===== config.mk =====
export PLATFORM = sky130hd
export DESIGN_NAME = bowling_roll_generator
export DESIGN_NICKNAME = d
export VERILOG_FILES = /design/src/rtl/bowling_roll_generator.sv
export SDC_FILE = /design/constraint.sdc
export NUM_CORES = 1
export LEC_CHECK = 0
export CAP_MARGIN = 30
export CORE_ASPECT_RATIO = 1.25
export CORE_MARGIN = 10
export CORE_UTILIZATION = 40
export DETAILED_ROUTE_END_ITERATION = 7
export GPL_ROUTABILITY_DRIVEN = 0
export GPL_TIMING_DRIVEN = 0
export SYNTH_ARGS = -nofsm -noshare
export SYNTH_HDL_FRONTEND = slang
export SYNTH_SLANG_ARGS = --single-unit

===== constraint.sdc =====
create_clock -name clk -period 5.1 [get_ports clk]
set_clock_uncertainty 0.15 [all_clocks]
set_input_delay 0.51 -clock clk [delete_from_list [all_inputs] [get_ports clk]]
set_output_delay 0.51 -clock clk [all_outputs]
set_load 0.01 [all_outputs]

===== src/rtl/bowling_roll_generator.sv =====
// bowling_roll_generator
// Produces legal bowling rolls as one-cycle update pulses carrying pin count N,
// intended to drive a score board's update/N inputs directly. Pin counts come
// from a seeded 16-bit Galois LFSR scaled to the pins still standing, so every
// roll is rule-legal. Frame, roll-in-frame and 10th-frame bonus rolls are
// tracked, and the generator stops after the final roll of the game.
//
// Optional feature: define BOWLING_ROLL_FORCE_EN to add force_en/force_pins,
// which override the random pin count (clamped to the pins still standing).
// The LFSR keeps advancing while forced.

module bowling_roll_generator #(
    parameter int          ROLL_GAP     = 4,        // idle cycles between rolls, 1..255
    parameter logic [15:0] DEFAULT_SEED = 16'hACE1  // used when seed input is zero
) (
    input  logic        clk,
    input  logic        reset,
    input  logic        start,
    input  logic [15:0] seed,
`ifdef BOWLING_ROLL_FORCE_EN
    input  logic        force_en,
    input  logic [3:0]  force_pins,
`endif
    output logic        update,
    output logic [3:0]  N,
    output logic [3:0]  frame,
    output logic [1:0]  roll_in_frame,
    output logic [4:0]  roll_count,
    output logic        game_over
);

    typedef enum logic [1:0] {IDLE, GAP, ROLL, DONE} state_t;

    state_t      state;
    logic [7:0]  gap_cnt;
    logic [3:0]  remaining;      // pins standing for the next roll
    logic [15:0] lfsr;
    logic        tenth_strike;   // first roll of frame 10 was a strike

    logic [3:0]  rem_plus1;
    logic [11:0] roll_prod;
    logic [3:0]  roll_pins;
    logic [3:0]  next_remaining;
    logic [15:0] lfsr_next;

    // Roll value, next LFSR step and pins left after the current roll.
    always_comb begin
        rem_plus1 = remaining + 4'd1;
        // Scaling an 8-bit random by (remaining+1)/256 can never exceed remaining.
        roll_prod = {4'd0, lfsr[7:0]} * {8'd0, rem_plus1};
        roll_pins = 4'(roll_prod >> 8);
`ifdef BOWLING_ROLL_FORCE_EN
        if (force_en) begin
            roll_pins = (force_pins > remaining) ? remaining : force_pins;
        end
`endif
        lfsr_next      = {1'b0, lfsr[15:1]} ^ (lfsr[0] ? 16'hB400 : 16'h0000);
        // Knocking down everything standing (strike or spare) re-racks all ten.
        next_remaining = (N == remaining) ? 4'd10 : remaining - N;
    end

    // Game sequencer: start, roll spacing, frame bookkeeping and game end.
    // NOTE: all state here uses non-blocking assignments so every register
    // samples pre-edge values; blocking would make results order-dependent.
    always_ff @(posedge clk) begin
        if (reset) begin
            state         <= IDLE;
            update        <= 1'b0;
            N             <= 4'd0;
            frame         <= 4'd1;
            roll_in_frame <= 2'd1;
            roll_count    <= 5'd0;
            game_over     <= 1'b0;
            remaining     <= 4'd10;
            lfsr          <= DEFAULT_SEED;
            gap_cnt       <= 8'd0;
            tenth_strike  <= 1'b0;
        end else begin
            case (state)
                IDLE, DONE: begin
                    if (start) begin
                        lfsr          <= (seed == 16'd0) ? DEFAULT_SEED : seed;
                        frame         <= 4'd1;
                        roll_in_frame <= 2'd1;
                        roll_count    <= 5'd0;
                        remaining     <= 4'd10;
                        tenth_strike  <= 1'b0;
                        game_over     <= 1'b0;
                        gap_cnt       <= 8'(ROLL_GAP);
                        state         <= GAP;
                    end
                end

                GAP: begin
                    gap_cnt <= gap_cnt - 8'd1;
                    if (gap_cnt == 8'd1) begin
                        // Outputs are registered, so the roll is latched on entry to ROLL.
                        state  <= ROLL;
                        update <= 1'b1;
                        N      <= roll_pins;
                    end
                end

                ROLL: begin
                    update     <= 1'b0;
                    lfsr       <= lfsr_next;
                    roll_count <= roll_count + 5'd1;
                    gap_cnt    <= 8'(ROLL_GAP);
                    state      <= GAP;
                    if (frame != 4'd10) begin
                        if (roll_in_frame == 2'd1 && N != 4'd10) begin
                            remaining     <= next_remaining;
                            roll_in_frame <= 2'd2;
                        end else begin
                            frame         <= frame + 4'd1;
                            roll_in_frame <= 2'd1;
                            remaining     <= 4'd10;
                        end
                    end else begin
                        case (roll_in_frame)
                            2'd1: begin
                                tenth_strike  <= (N == 4'd10);
                                remaining     <= next_remaining;
                                roll_in_frame <= 2'd2;
                            end
                            2'd2: begin
                                // Bonus roll after a strike or a spare in frame 10.
                                if (tenth_strike || N == remaining) begin
                                    remaining     <= next_remaining;
                                    roll_in_frame <= 2'd3;
                                end else begin
                                    state     <= DONE;
                                    game_over <= 1'b1;
                                end
                            end
                            default: begin
                                state     <= DONE;
                                game_over <= 1'b1;
                            end
                        endcase
                    end
                end
            endcase
        end
    end

endmodule


==> out/qor.csv, run 1 <==
stage;metric;value;unit
run_status;status;finished clean;
clock_network;clk_latency;0.30;ns
logic_synthesis;netlist_area;0.00324;sq mm
power;seqPwrFrac;34.9;%
logic_synthesis;ys_seq_elements;48;
grt;grt-busiest-layer;met2;
floorplan;die_w;101;um
setup_path;cp.buffers_inverters;2;
power;sw_frac_of_total;32.8;%
setup_path;crit_chain;nand3_1, xor2_1, nor2b_1, fa_1, inv_1, fa_1, inv_1, ha_1, a21oi_1, nand2_1, nor3_1, nor2_1, xnor2_1, a211oi_1;
timing;worst_slack;1.15;ns
logic_synthesis;ys_seq_area_share;29.6;%
logic_synthesis;synth_edf_count;0;
placed_design;pre_cts_ws;1.15;ns
timing;final-setup-viol-count;0;
logic_synthesis;synth.avg_cell_area;8.86;sq um
clock_network;clkSlewWorstSetupHoldPaths;0.09;ns
timing;max_freq;0.253;GHz
detailed_routing;vias_per_cell;5.33;
timing;tns;0;ns
logic_synthesis;syn_inst;366;
logic_synthesis;syn-num-nets;423;
detailed_routing;drc;0;
timing;slew_violations;0;
power;clkPwrFrac;29.8;%
timing;fin_hold_ws;0.327;ns
clock_network;post_cts_buffers;0;
detailed_routing;drt_first_pass_iters;4;
grt;track_usage;13.3;%
timing;tightest_slew;0.620;ns
logic_synthesis;yosys_warnings;0;
placed_design;place_area;0.00370;sq mm
setup_path;r2r_slack;1.15;ns
floorplan;dieArea;0.0121;sq mm
timing;finalCriticalPeriod;3.95;ns
min_path;hold_path_class;register to register;
layout;fin_nets;464;
floorplan;die_h;121;um
floorplan;initial_core_util;41.4;%
setup_path;end_kind;register;
clock_network;cts_hold_buf;0;
grt;grt_max_degree;16;
grt;gr-usage-met3;3.13;%
floorplan;io_pins;36;
timing;rsz0062_at_grt;no;
power;p_int;0.859;mW
min_path;min_from;lfsr[15];
detailed_routing;dr_total_vias;2681;
power;power.leakage;1.56;nW
run;maxCapViolCount;0;
grt;grtUsageMet2;23.7;%
grt;use_met1;14.6;%
clock_network;cts_tree;built;
layout;most-common-layout-cells;dfxtp_1, nor2_1, clkdlybuf4s50_1;
setup_path;critical_path.slowest_cell;fa_1;
clock_network;cts_made_buffers;5;
setup_path;worstSetupStartpoint;remaining[1];
layout;diodes;0;
clock_network;cts-htree-levels;2;
logic_synthesis;ys.flop_type;dfxtp_1;
detailed_routing;dr.first_iter.drc_count;119;
logic_synthesis;async_reset_ff_share;0;%
timing;slew_headroom;58.5;%
grt;grt_pass1_wl;13400;um
grt;grt.overflow.total;0;
grt;grt_pass1_vias;2809;
layout;drive_gt1_share;7.60;%
placed_design;hpwl;6170;um
setup_path;cp.required;5.17;ns
clock_network;post_cts_resized;0;
clock_network;clock_path_buffers;2;
timing;hold_violations;0;
setup_path;cpPeakStageDelay;0.55;ns
power;p_sw;0.419;mW
detailed_routing;post_drt_wl_per_cell;15.6;um
clock_network;clock-sinks;48;
clock_network;cts-root-buf;clkbuf_8;
setup_path;cp-start-kind;register;
detailed_routing;final_antenna_net_count;0;
power;ir_worst_vdd;202;uV
detailed_routing;drt-total-wl;7820;um
power;p_per_area;331;mW/mm^2
timing;fin_crit_sh;77.5;%
layout;fill_cells;780;
placed_design;port_buffers;34;
power;pwr-share-comb;35.3;%
grt;antenna_found_initial;0;
setup_path;crit_family;adder cells;
setup_path;path_class;register to register;
setup_path;arrival;4.02;ns
setup_path;reg2reg_from;remaining[1];
layout;syn_to_final_growth;19.1;%
floorplan;core_area;0.00784;sq mm
layout;final_area;0.00386;sq mm
logic_synthesis;synth_cell_type_count;60;
setup_path;cp_max_fo;8;
floorplan;rows;36;
layout;mostFrequentLayoutCell;dfxtp_1;
[routing by layer]
layer  wire, um  share of wire (%)
met5          0                  0
met3        251                3.2
met1       3270                 42
met4        177                2.3
met2       4120                 53
[Yosys cell counts, types with 2 or more instances]
cell type | n | area share, %
dfxtp_1 | 48 | 30
nand3b_1 | 4 | 0.93
o31ai_1 | 2 | 0.46
nand3_1 | 5 | 0.77
nand4b_1 | 2 | 0.54
o21bai_1 | 3 | 0.69
buf_2 | 7 | 1.1
o221a_1 | 2 | 0.69
nand2_1 | 25 | 2.9
nor3_1 | 12 | 1.9
nor2_1 | 45 | 5.2
a311oi_1 | 2 | 0.54
and2_1 | 12 | 2.3
a221oi_1 | 3 | 0.81
xor2_1 | 13 | 3.5
o21ai_0 | 4 | 0.62
nor3b_1 | 2 | 0.46
buf_4 | 2 | 0.46
fa_1 | 12 | 7.4
mux2i_1 | 8 | 2.5
a21o_1 | 3 | 0.69
nor4_1 | 5 | 0.96
o22ai_1 | 8 | 1.5
xnor2_1 | 7 | 1.9
ha_1 | 26 | 10
a211oi_1 | 7 | 1.6
nor2b_1 | 7 | 1.4
a211o_1 | 8 | 2.2
clkbuf_1 | 6 | 0.69
nand4_1 | 4 | 0.77
o21ai_4 | 3 | 1.5
inv_1 | 29 | 3.4
inv_2 | 2 | 0.23
nand2b_1 | 7 | 1.4
a21oi_1 | 6 | 0.93
[power by group through the flow]
stage	combinational [mW]	sequential, mW	clock [mW]
after floorplan	0.349	0.445	0
after global placement	0.443	0.453	0
final	0.452	0.446	0.381
after detailed placement	0.453	0.454	0
after CTS	0.457	0.446	0.391
after global routing	0.515	0.451	0.410
[state kept, by name, summed over array words and instances (netlist names)]
name / flops
lfsr: 16
gap_cnt: 8
roll_count: 5
N: 4
frame: 4
remaining: 4
roll_in_frame: 2
state: 2
game_over: 1
tenth_strike: 1
update: 1
[final cells by class]
type	count	area [sq um]	area share (%)
repair buffers	34	340	8.81
well taps	95	119	3.08
flip-flops and latches	48	961	24.9
clock inverters	3	90.1	2.33
clock buffers	5	68.8	1.78
inverters	31	116	3.01
plain buffers	15	72.6	1.88
multi-input cells	272	2090	54.2
[worst reg2reg max path: cells and delay by family (launching register included)]
kind | cells | cell delay [ns]
adder cells (fa/ha/maj) | 3 | 1.40
AND/OR/NAND/NOR | 5 | 0.76
XOR/XNOR | 2 | 0.66
flip-flops | 1 | 0.45
AO/OA/AOI/OAI | 2 | 0.37
buffers and inverters | 2 | 0.09
[path summary, 6_finish.rpt]
| kind | end | cells after the start |
|---|---|---|
| max | N[2] | 14 |
| min | lfsr[15] | 1 |
| max reg2reg | N[2] | 14 |
| min reg2reg | lfsr[15] | 1 |
[cell families after synthesis]
family	count (synthesis)	share of synthesized area, %
AOI/OAI and AO/OA	67	17.2
xor gates and xnor gates	20	5.40
adders and majority gates	38	17.4
buffers and inverters	46	5.83
DFF	48	29.6
muxes	9	2.82
and+or+nand+nor	138	21.7
[metrics by stage]
step	std cells	util, %	total power [mW]
after floorplan	366	-	0.794
final	503	49.3	1.28
after detailed placement	495	47.2	0.907
after global routing	503	49.3	1.38
after global placement	495	47.2	0.896
after CTS	503	49.3	1.29
No activity file was read; power rests on OpenSTA's default activity.
==> inputs of run 2 (changes only) <==
==> constraint.sdc (replaced) <==
create_clock -name clk -period 3.3 [get_ports clk]
set_clock_uncertainty 0.15 [all_clocks]
set_input_delay 0.33 -clock clk [delete_from_list [all_inputs] [get_ports clk]]
set_output_delay 0.33 -clock clk [all_outputs]
set_load 0.01 [all_outputs]
==> out/qor.csv, run 2 (same netlist as run 1, synthesis figures left out) <==
stage;metric;value;unit
setup_path;reg2reg_to;N[1];
clock_network;clk_latency;0.30;ns
timing;slew_headroom;58.2;%
run_status;failed_checks;setup timing;
layout;drive_gt1_share;17.5;%
power;pwr-share-comb;43.4;%
power;p_int;1.25;mW
power;power.leakage;1.62;nW
detailed_routing;dr.first_iter.drc_count;145;
floorplan;initial_core_util;41.4;%
detailed_routing;drt-total-wl;8230;um
layout;multi_input_area;0.00229;sq mm
clock_network;cts-root-buf;clkbuf_8;
timing;max_freq;0.295;GHz
placed_design;dp.cells;495;
layout;ff_latch_area;973;sq um
grt;track_usage;13.3;%
setup_path;reg2reg_depth;14;
setup_path;cp.required;3.32;ns
layout;mostFrequentLayoutCell;dfxtp_1;
min_path;min_path_cells;1;
layout;largest_reg_flops;16;
timing;fin_crit_sh;103;%
run;maxCapViolCount;0;
power;sw_frac_of_total;36.2;%
detailed_routing;drc;0;
layout;most-common-layout-cells;dfxtp_1, nor2_1, clkdlybuf4s50_1;
setup_path;path_class;register to register;
floorplan;die_h;121;um
setup_path;end_kind;register;
min_path;min_from;lfsr[15];
clock_network;cts-htree-levels;2;
timing;rsz0062_at_grt;yes;
power;clkPwrFrac;21.5;%
setup_path;cp-start-kind;register;
power;finalPower;1.96;mW
timing;tightest_slew;0.626;ns
power;ir_worst_vdd;294;uV
clock_network;cts_hold_buf;0;
detailed_routing;vias_per_cell;5.31;
run_status;status;complete, but fails checks;
placed_design;port_buffers;34;
timing;slew_violations;0;
power;seqPwrFrac;35.0;%
timing;hold_violations;0;
detailed_routing;dr_total_vias;2718;
grt;grt_pass1_vias;2733;
min_path;hold_path_class;register to register;
layout;fin_nets;473;
power;p_sw;0.709;mW
detailed_routing;drt_first_pass_iters;4;
clock_network;cts_tree;built;
floorplan;die_w;101;um
layout;fill_cells;766;
grt;antenna_found_initial;0;
timing;fin_hold_ws;0.323;ns
placed_design;hpwl;6240;um
setup_path;arrival;3.41;ns
clock_network;cts_made_buffers;5;
layout;reg_top3;lfsr: 16 flops, gap_cnt: 8 flops, roll_count: 5 flops;
layout;regMostFlops;lfsr;
setup_path;r2r_slack;-0.09;ns
grt;grt.overflow.total;0;
detailed_routing;final_antenna_net_count;0;
setup_path;cp_max_fo;7;
grt;grt_pass1_wl;13300;um
timing;finalCriticalPeriod;3.39;ns
detailed_routing;post_drt_wl_per_cell;16.1;um
layout;syn_to_final_growth;26.3;%
timing;worst_slack;-0.0922;ns
floorplan;io_pins;36;
clock_network;clock-sinks;48;
layout;diodes;0;
timing;final-setup-viol-count;4;
power;p_per_area;479;mW/mm^2
min_path;hold_end;lfsr[15];
floorplan;dieArea;0.0121;sq mm
clock_network;clkSlewWorstSetupHoldPaths;0.09;ns
clock_network;clock_path_buffers;2;
grt;grt_max_degree;15;
setup_path;reg2reg_from;remaining[0];
floorplan;rows;36;
floorplan;core_area;0.00784;sq mm
layout;stdcell_count;512;
## run 2: worst max-delay path by stage
stage	slack [ns]	startpoint	depth (start not counted)	to
global placement	-0.24	remaining[3]	13	N[3]
global route	-0.27	remaining[0]	14	N[1]
detailed placement	-0.29	remaining[3]	13	N[3]
finish	-0.09	remaining[0]	14	N[1]
floorplan	0.001	remaining[2]	13	N[1]
CTS	-0.06	remaining[0]	13	N[1]
## run 2: area by class of cell
cell class	instances	share of cell area (%)
clock inverter	2	0.855
clock buffer	6	1.77
timing repair buffer	43	10.3
sequential	48	23.8
multi-input combinational	272	55.8
tap	95	2.90
inverter	31	2.84
buffer	15	1.77
## run 2: critical path: stages (launching register included)
cell and delay [ns]:
dfxtp_4 0.38, ha_4 0.18, xor2_4 0.21, and2_4 0.18, fa_1 0.48, inv_1 0.05
fa_1 0.49, inv_1 0.04, ha_2 0.17, a21o_1 0.21, o2bb2ai_2 0.15, o21a_1 0.21
nor2_2 0.10, mux2i_1 0.18, o31ai_1 0.08
## run 2: power groups by stage
| stage | sequential [mW] | combinational, mW | clock, mW |
|---|---|---|---|
| floorplan | 0.686 | 0.563 | 0 |
| global placement | 0.698 | 0.714 | 0 |
| detailed placement | 0.699 | 0.724 | 0 |
| CTS | 0.687 | 0.807 | 0.438 |
| global route | 0.696 | 0.960 | 0.454 |
| finish | 0.687 | 0.851 | 0.422 |
## run 2: per-layer routing
metal	vias up	wire length (um)	GRT usage (%)
li1	1367	-	-
met1	1318	3530	15.2
met2	25	4380	24.1
met3	8	176	2.05
met4	0	141	4.96
met5	-	0	0
## run 2: what timing repair did
| item | CTS | global route |
|---|---|---|
| setup endpoints to repair | 4 | 4 |
| resized for setup | 14 | 7 |
| setup buffers | 9 | 1 |
| pin swaps | 28 | 4 |
## run 2: stage by stage
step	area (sq um)	util, %	setup WS (ns)	setup TNS (ns)
after detailed placement	3810	48.7	-0.286	-0.977
after floorplan	3360	-	0.00109	0
after CTS	4060	51.8	-0.0644	-0.196
after global routing	4100	52.3	-0.266	-0.953
after global placement	3810	48.7	-0.245	-0.867
final	4100	52.3	-0.0922	-0.323
